[src/rtl/lcd_cmd_sequencer.sv]
// LCD_CTRL host-side command sequencer: FIFO-buffered command issue,
// busy/done handshake, busy timeout and IRAM write monitor.
//
// Ports:
//   clk, reset          clock (rising edge), async active-high reset
//   s_cmd/s_valid/s_ready  upstream command push (push = s_valid & s_ready)
//   cmd/cmd_valid       code and one-cycle issue strobe to LCD controller
//   busy, done          controller status inputs
//   IRAM_valid/A/D      monitored controller IRAM write port
//   wr_count            IRAM writes this session, saturating at 64
//   seq_done, cmd_err, tmo_err  sticky status flags
//   checksum            16-bit wrapping sum of written IRAM_D bytes
//
// Optional feature macro: LCD_SEQ_CHECKSUM_EN (checksum is 0 when undefined).
module lcd_cmd_sequencer #(
    parameter int DEPTH   = 16,
    parameter int AW      = 4,
    parameter int TMO_CYC = 1023
) (
    input  logic        clk,
    input  logic        reset,
    input  logic [3:0]  s_cmd,
    input  logic        s_valid,
    output logic        s_ready,
    output logic [3:0]  cmd,
    output logic        cmd_valid,
    input  logic        busy,
    input  logic        done,
    input  logic        IRAM_valid,
    input  logic [5:0]  IRAM_A,
    input  logic [7:0]  IRAM_D,
    output logic [6:0]  wr_count,
    output logic        seq_done,
    output logic        cmd_err,
    output logic        tmo_err,
    output logic [15:0] checksum
);

    typedef enum logic [2:0] {
        IDLE, ISSUE, HOLD, WAIT, WAIT_DONE, FIN
    } state_t;

    localparam logic [AW:0] FULL     = (AW+1)'(DEPTH);
    localparam logic [9:0]  TMO_LAST = 10'(TMO_CYC - 1);

    state_t          state;
    logic [3:0]      mem [DEPTH];
    logic [AW-1:0]   wr_ptr;
    logic [AW-1:0]   rd_ptr;
    logic [AW:0]     count;
    logic            push;
    logic            pop;
    logic [3:0]      head;
    logic [9:0]      tmo_cnt;
    logic            wr_sat;

    // s_ready reflects the pre-pop count, so a full FIFO refuses a push
    // even in the cycle it is popped.
    assign s_ready = (count != FULL);
    assign push    = s_valid & s_ready;
    assign head    = mem[rd_ptr];
    assign pop     = (state == IDLE) & (count != '0) & ~busy & ~seq_done;
    assign wr_sat  = (wr_count == 7'd64);

    always_ff @(posedge clk) begin
        if (push)
            mem[wr_ptr] <= s_cmd;
    end

    always_ff @(posedge clk or posedge reset) begin
        if (reset) begin
            wr_ptr <= '0;
            rd_ptr <= '0;
            count  <= '0;
        end else begin
            if (push)
                wr_ptr <= wr_ptr + 1'b1;
            if (pop)
                rd_ptr <= rd_ptr + 1'b1;
            count <= count + {{AW{1'b0}}, push} - {{AW{1'b0}}, pop};
        end
    end

    always_ff @(posedge clk or posedge reset) begin
        if (reset) begin
            state     <= IDLE;
            cmd       <= '0;
            cmd_valid <= 1'b0;
            seq_done  <= 1'b0;
            cmd_err   <= 1'b0;
            tmo_err   <= 1'b0;
            tmo_cnt   <= '0;
        end else begin
            unique case (state)
                IDLE: begin
                    if (pop) begin
                        if (head > 4'd11) begin
                            cmd_err <= 1'b1;
                        end else begin
                            cmd       <= head;
                            cmd_valid <= 1'b1;
                            state     <= ISSUE;
                        end
                    end
                end
                ISSUE: begin
                    cmd_valid <= 1'b0;
                    state     <= HOLD;
                end
                // busy rises at the issue edge; skip sampling it here
                HOLD: begin
                    tmo_cnt <= '0;
                    state   <= (cmd == 4'd0) ? WAIT_DONE : WAIT;
                end
                WAIT: begin
                    if (!busy) begin
                        state <= IDLE;
                    end else if (tmo_cnt == TMO_LAST) begin
                        tmo_err  <= 1'b1;
                        seq_done <= 1'b1;
                        state    <= FIN;
                    end else begin
                        tmo_cnt <= tmo_cnt + 1'b1;
                    end
                end
                WAIT_DONE: begin
                    if (done) begin
                        seq_done <= 1'b1;
                        state    <= FIN;
                    end else if (tmo_cnt == TMO_LAST) begin
                        tmo_err  <= 1'b1;
                        seq_done <= 1'b1;
                        state    <= FIN;
                    end else begin
                        tmo_cnt <= tmo_cnt + 1'b1;
                    end
                end
                FIN: begin
                    cmd_valid <= 1'b0;
                end
                default: begin
                    state <= IDLE;
                end
            endcase
        end
    end

    always_ff @(posedge clk or posedge reset) begin
        if (reset)
            wr_count <= '0;
        else if (IRAM_valid && !wr_sat)
            wr_count <= wr_count + 1'b1;
    end

`ifdef LCD_SEQ_CHECKSUM_EN
    logic unused_iram;
    assign unused_iram = ^IRAM_A;

    always_ff @(posedge clk or posedge reset) begin
        if (reset)
            checksum <= '0;
        else if (IRAM_valid && !wr_sat)
            checksum <= checksum + {8'h00, IRAM_D};
    end
`else
    logic unused_iram;
    assign unused_iram = ^{IRAM_A, IRAM_D};
    assign checksum    = 16'h0000;
`endif

endmodule

[config.mk]
export PLATFORM = sky130hd
export DESIGN_NAME = lcd_cmd_sequencer
export DESIGN_NICKNAME = d
export VERILOG_FILES = /design/src/rtl/lcd_cmd_sequencer.sv
export SDC_FILE = /design/constraint.sdc
export NUM_CORES = 1
export LEC_CHECK = 0
export CAP_MARGIN = 20
export CORE_UTILIZATION = 60
export CTS_CLUSTER_SIZE = 30
export DETAILED_ROUTE_END_ITERATION = 10
export HOLD_SLACK_MARGIN = 0.1
export PLACE_DENSITY = 0.95
export SLEW_MARGIN = 20
export SYNTH_ARGS = -nofsm -noshare
export SYNTH_HDL_FRONTEND = slang
export SYNTH_SLANG_ARGS = --single-unit
[constraint.sdc]
create_clock -name clk -period 5.28 [get_ports clk]
set_input_delay 1.056 -clock clk [delete_from_list [all_inputs] [get_ports clk]]
set_output_delay 1.056 -clock clk [all_outputs]
set_load 0.02 [all_outputs]
# ---- Word level (Yosys, flattened, before mapping)
# Memories as Yosys holds them, arrays and structs flattened.
# Index checks and enable logic that the tools add are counted.
# W data, S select, Z words.
dict set report word_totals {
  ram_bits 64
  ff_bits 41
  inputBits 24
  word_cells 79
  memories 1
}
# name depth word_bits rd rd_ports_with_merged_regs wr line
set memory_table {}
lappend memory_table {mem 16 4 1 0 1 47} ;# logic [3:0] mem [DEPTH];
dict set report op_classes {
  n_mux 24
  n_bitwise 8
  n_reduce_logical 16
  n_lt_le_gt_ge 1
  add_sub_neg 6
  n_eq_ne 12
}
# op count
set ops {}
lappend ops {{$mux W10} 3}
lappend ops {{$pmux W10 S3} 1}
lappend ops {{$mux W3} 6}
lappend ops {{$pmux W3 S6} 1}
lappend ops {{$reduce_and A3 Y1} 6}
lappend ops {{$add A10 B1 Y10 const B} 1}
lappend ops {{$eq A10 B10 Y1 const B} 1}
lappend ops {{$mux W1} 10}
lappend ops {{$add A4 B1 Y4 const B} 2}
lappend ops {{$ne A2 B2 Y1 const B} 4}
lappend ops {{$add A7 B1 Y7 const B} 1}
lappend ops {{$eq A7 B7 Y1 const B} 1}
lappend ops {{$eq A3 B2 Y1 const B} 2}
lappend ops {{$eq A3 B3 Y1 const B} 2}
lappend ops {{$pmux W1 S2} 3}
lappend ops {{$add A5 B1 Y5} 1}
lappend ops {{$ne A5 B5 Y1 const B} 1}
lappend ops {{$reduce_bool A5 Y1} 1}
lappend ops {{$sub A5 B1 Y5} 1}
lappend ops {{$and A1 B1 Y1} 4}
lappend ops {{$gt A4 B4 Y1 const B} 1}
lappend ops {{$logic_not A4 Y1} 1}
lappend ops {{$not A1 Y1} 4}
lappend ops {{$reduce_bool A2 Y1} 2}
lappend ops {{other kinds (7)} 7}

# ---- Longest topological paths before layout
dict set report logic_depth {
  depth_word 6
  mapped_depth 16
  mapped_depth_nobuf 15
}

# ---- Least setup slack after synthesis
# No wires, ideal clock.
dict set report synth_path {
  kind {input port to flip-flop}
  startpoint {in busy}
  endpoint {reg count[4]}
  n_path_buf 0
  cell_stages 13
  required_ps 5155
  setup_ps 125
  t_arrival_ps 2776
  path_slack_ps 2379
  cell_sequence {nor3_1 -> o21ai_1 -> inv_1 -> ha_1 -> inv_1 -> ha_1 -> inv_1 -> fa_1 -> inv_1 -> a21oi_1 -> nor2_1 -> nor2_1 -> xnor2_1}
}
dict set report synth_via {
  elab_chain_len 4
}
# item line
set synth_rtl {}
lappend synth_rtl {{start: declaration} 27} ;# input logic busy,
lappend synth_rtl {{$not A1 Y1} 62} ;# assign pop = (state == IDLE) & (count != '0) & ~busy & ~seq_done;
lappend synth_rtl {{$and A1 B1 Y1 (2 in a row)} 62}
lappend synth_rtl {{named net pop} 52} ;# logic pop;
lappend synth_rtl {{$sub A5 B1 Y5} 80} ;# count <= count + {{AW{1'b0}}, push} - {{AW{1'b0}}, pop};
lappend synth_rtl {{end signal: assignment} 80}
lappend synth_rtl {{end: declaration} 50} ;# logic [AW:0] count;
# The timed path passes the listed nets, and every way through them passes these cells.
# A chain may end at the register's enable or synchronous reset.

# ---- Worst setup path in the final report
# Ends and elaborated chain as after synthesis.

==> metrics.md <==
| Metric | Value |
|---|---|
| Status | finished, final reports clean |
| Fin util | just under 70% |
| Die H | 91.6 microns |
| Global placement routability congestion | 0.780 |
| Most used DFF post-synth | edfxtp_1 |
| Fillers | a little over 500 |
| DR vias | between 2000 and 3000 |
| Place WS | around 1.5 ns |
| Final Non-Filler Cells | 478 |
| Hold Violations, Final | 0 |
| Synth area leader | edfxtp_1 |
| Vias in the first global route | around 2800 |
| Area of the multi-input gates | 0.00165 sq mm |
| Root buffer cell | clkbuf_8 |
| Critical Path Start | busy |
| First-pass GRT wire length | 13800 microns |
| Reg-to-reg startpoint | state[2] |
| Iter 0 DRT Violations | 88 |
| Asr flop ratio synth | about 39% |
| Die Wd | approximately 92 microns |
| Total GRT Usage | 22.1% |
| Synth top cells by count | edfxtp_1 (64), dfrtp_1 (41), nor2_1 (31) |
| Worst Path Max Fanout | 8 |
| Num ports | 56 |
| Setup crit end | count[4] |
| Hpwl dp | just under 6000 microns |
| Achievable frequency | 294 MHz |
| WL/cell | between 15 and 20 microns |
| Clock tree buffer depth | 2 |
| Reg2reg path depth | 14 |
| Clk_lat worst skew | ~0.36 ns |
| CTS buffer count | 9 |
| Total gr overflow | 0 |
| Antenna Violating Nets Remaining | 0 |
| Synth top area share | about two fifths |
| Pleak | between 1.5 and 2 nW |
| Area Overhead vs Synth | 9.35% |
| Startpoint type of the worst setup path | primary input |
| Crit path time final | between 3 and 4 ns |
| Post-synth EDFFs | 64 |
| FF+latch area | a little under 0.003 sq mm |
| Mapped Cells | around 350 |
| Syn avg cell area | about 14 sq um |
| CTS tree | yes |
| Die ar. | ~0.0084 sq mm |
| WL final | about 8300 microns |
| Critical path type | primary input to flop |
| Clk sinks | about 110 |
| Starting Density | a little over 60% |
| Number of buffers added on ports | 25 |
| Via density | between 5 and 6 |
| Critical Path AT | ~3.7 ns |
| CTS H-tree depth | 3 |
| Tcrit/Tclk final | roughly 64% |
| Placed cell count | between 400 and 500 |
| Post-synthesis sequential area ratio | 61.2% |
| Core Area | between 0.007 and 0.008 sq mm |
| Most frequent cell after synthesis | edfxtp_1 |
| Slew headroom | a little under half |
| Reg clk slew, reported paths | ~0.10 ns |
| DRC Markers | 0 |
| RSZ-0062 raised after global routing | false |
| Setup TNS | 0 ns |
| Share of layout cells above drive strength 1 | a little under an eighth |
| Worst VDD drop | about 0.22 mV |
| PwrDens | just over 400 mW/mm^2 |
| Yosys cell types | 50 |
| CP required | ~5.5 ns |
| Max Cap Viol | 0 |
| # nets final | a little over 400 |
| # diodes | 0 |
| Least-Margin Pin Slew | slightly above 0.8 ns |
| Final setup vio count | 0 |
| Pre-Repair DR Iteration Count | 4 |
| Post-Synthesis Cell Area | approximately 0.0048 sq mm |
| Flop-to-flop setup slack | 2.36 ns |
| Cell row count | 32 |
| Setup Fix Bufs, Post-CTS | 0 |
| Synth Register Bits | 105 |
| Final worst slack | ~1.9 ns |
| Final Cell Area | between 0.005 and 0.006 sq mm |
| Setup crit end kind | flop |
| YS warnings | 0 |
| Largest net degree at the start of global routing | 42 |
| DP Area | 0.00506 sq mm |
| Slew Limit Fails | 0 |
| Setup Skew | 0.00738 ns |
| Hold WC Path Type | flop to flop |
| Cts repair resizes | 0 |
| Hold_buf cts | 0 |
| Synth area leaders | edfxtp_1 (40%), dfrtp_1 (21%), mux4_2 (8.4%), xnor2_1 (4.0%), ha_1 (3.9%) |
| Reg2reg end | count[4] |
| Initial antenna violation count | 0 |
-- cell families (layout without fill, tap and decap cells) --
logic type / after synthesis / after routing / share of synthesized area, %
other: 1 / 16 / 0.0778
xor gates and xnor gates: 25 / 25 / 4.54
muxes: 20 / 20 / 8.88
DFF: 105 / 105 / 61.2
AOI/OAI and AO/OA: 29 / 29 / 4.44
buffers and inverters: 49 / 61 / 5.71
adders and majority gates: 16 / 16 / 4.31
and+or+nand+nor: 104 / 104 / 10.9
-- routing by layer --
layer / up-vias / GRT usage (%) / share of wire [%]
met5: - / 0 / 0
met4: 0 / 10.2 / 3.2
met3: 22 / 5.31 / 4.9
met2: 87 / 37.6 / 53
met1: 1377 / 26.9 / 39
li1: 1262 / - / -
-- layout make-up --
type / count / area share, %
tap: 102 / 2.42
inverter: 19 / 1.35
multi-input combinational: 210 / 31.3
clock inverter: 6 / 1.59
sequential: 105 / 56.0
clock buffer: 10 / 2.42
timing repair buffer: 26 / 4.89
-- through the flow --
stage,power [mW],hold slack (ns)
floorplan,1.51,0.479
global placement,1.62,0.442
detailed placement,1.67,0.476
CTS,2.17,0.498
global route,2.27,0.510
finish,2.16,0.493
-- sequential cells by signal (all words and copies together), names as in the netlist --
signal	flops
cmd_err	1
cmd	4
wr_count	7
rd_ptr	4
tmo_err	1
tmo_cnt	10
cmd_valid	1
seq_done	1
count	5
state	3
mem	64
wr_ptr	4
-- report_power, final --
group          internal (mW)  switching [mW]  total, mW  leakage [nW]
Clock                  0.231           0.274      0.505         0.106
Combinational          0.228           0.291      0.519         0.772
Sequential              1.01           0.124       1.13          1.07
-- worst min path at each step --
stage                   start         to  slack (ns)  depth (start not counted)
detailed placement  cmd_valid  cmd_valid        0.48                          1
finish              cmd_valid  cmd_valid        0.49                          1
CTS                 cmd_valid  cmd_valid        0.50                          1
global route        cmd_valid  cmd_valid        0.51                          1
global placement      tmo_err    tmo_err        0.44                          1
floorplan            count[0]   count[0]        0.48                          1
-- placed cells by master (no fill, tap or decap), types with 6 or more instances in the layout --
cell / count
clkbuf_8: 9
clkdlybuf4s50_1: 25
conb_1: 16
dfrtp_1: 40
edfxtp_1: 64
ha_1: 15
inv_1: 19
mux4_2: 18
nand2_1: 23
nand2b_1: 6
nand3_1: 9
nand4_1: 7
nor2_1: 31
nor3_1: 9
o21ai_0: 8
xnor2_1: 22
-- worst max-delay path: stages --
cell and delay [ns]:
clkdlybuf4s50_1 0.60, nor3_1 0.08, o21ai_1 0.32, inv_1 0.22, ha_1 0.32, inv_1 0.06, ha_1 0.16, inv_1 0.06
fa_1 0.40, inv_1 0.07, a21oi_1 0.05, nor2_1 0.09, nor2_1 0.05, xnor2_1 0.11
(Power assumes the default switching activity.)
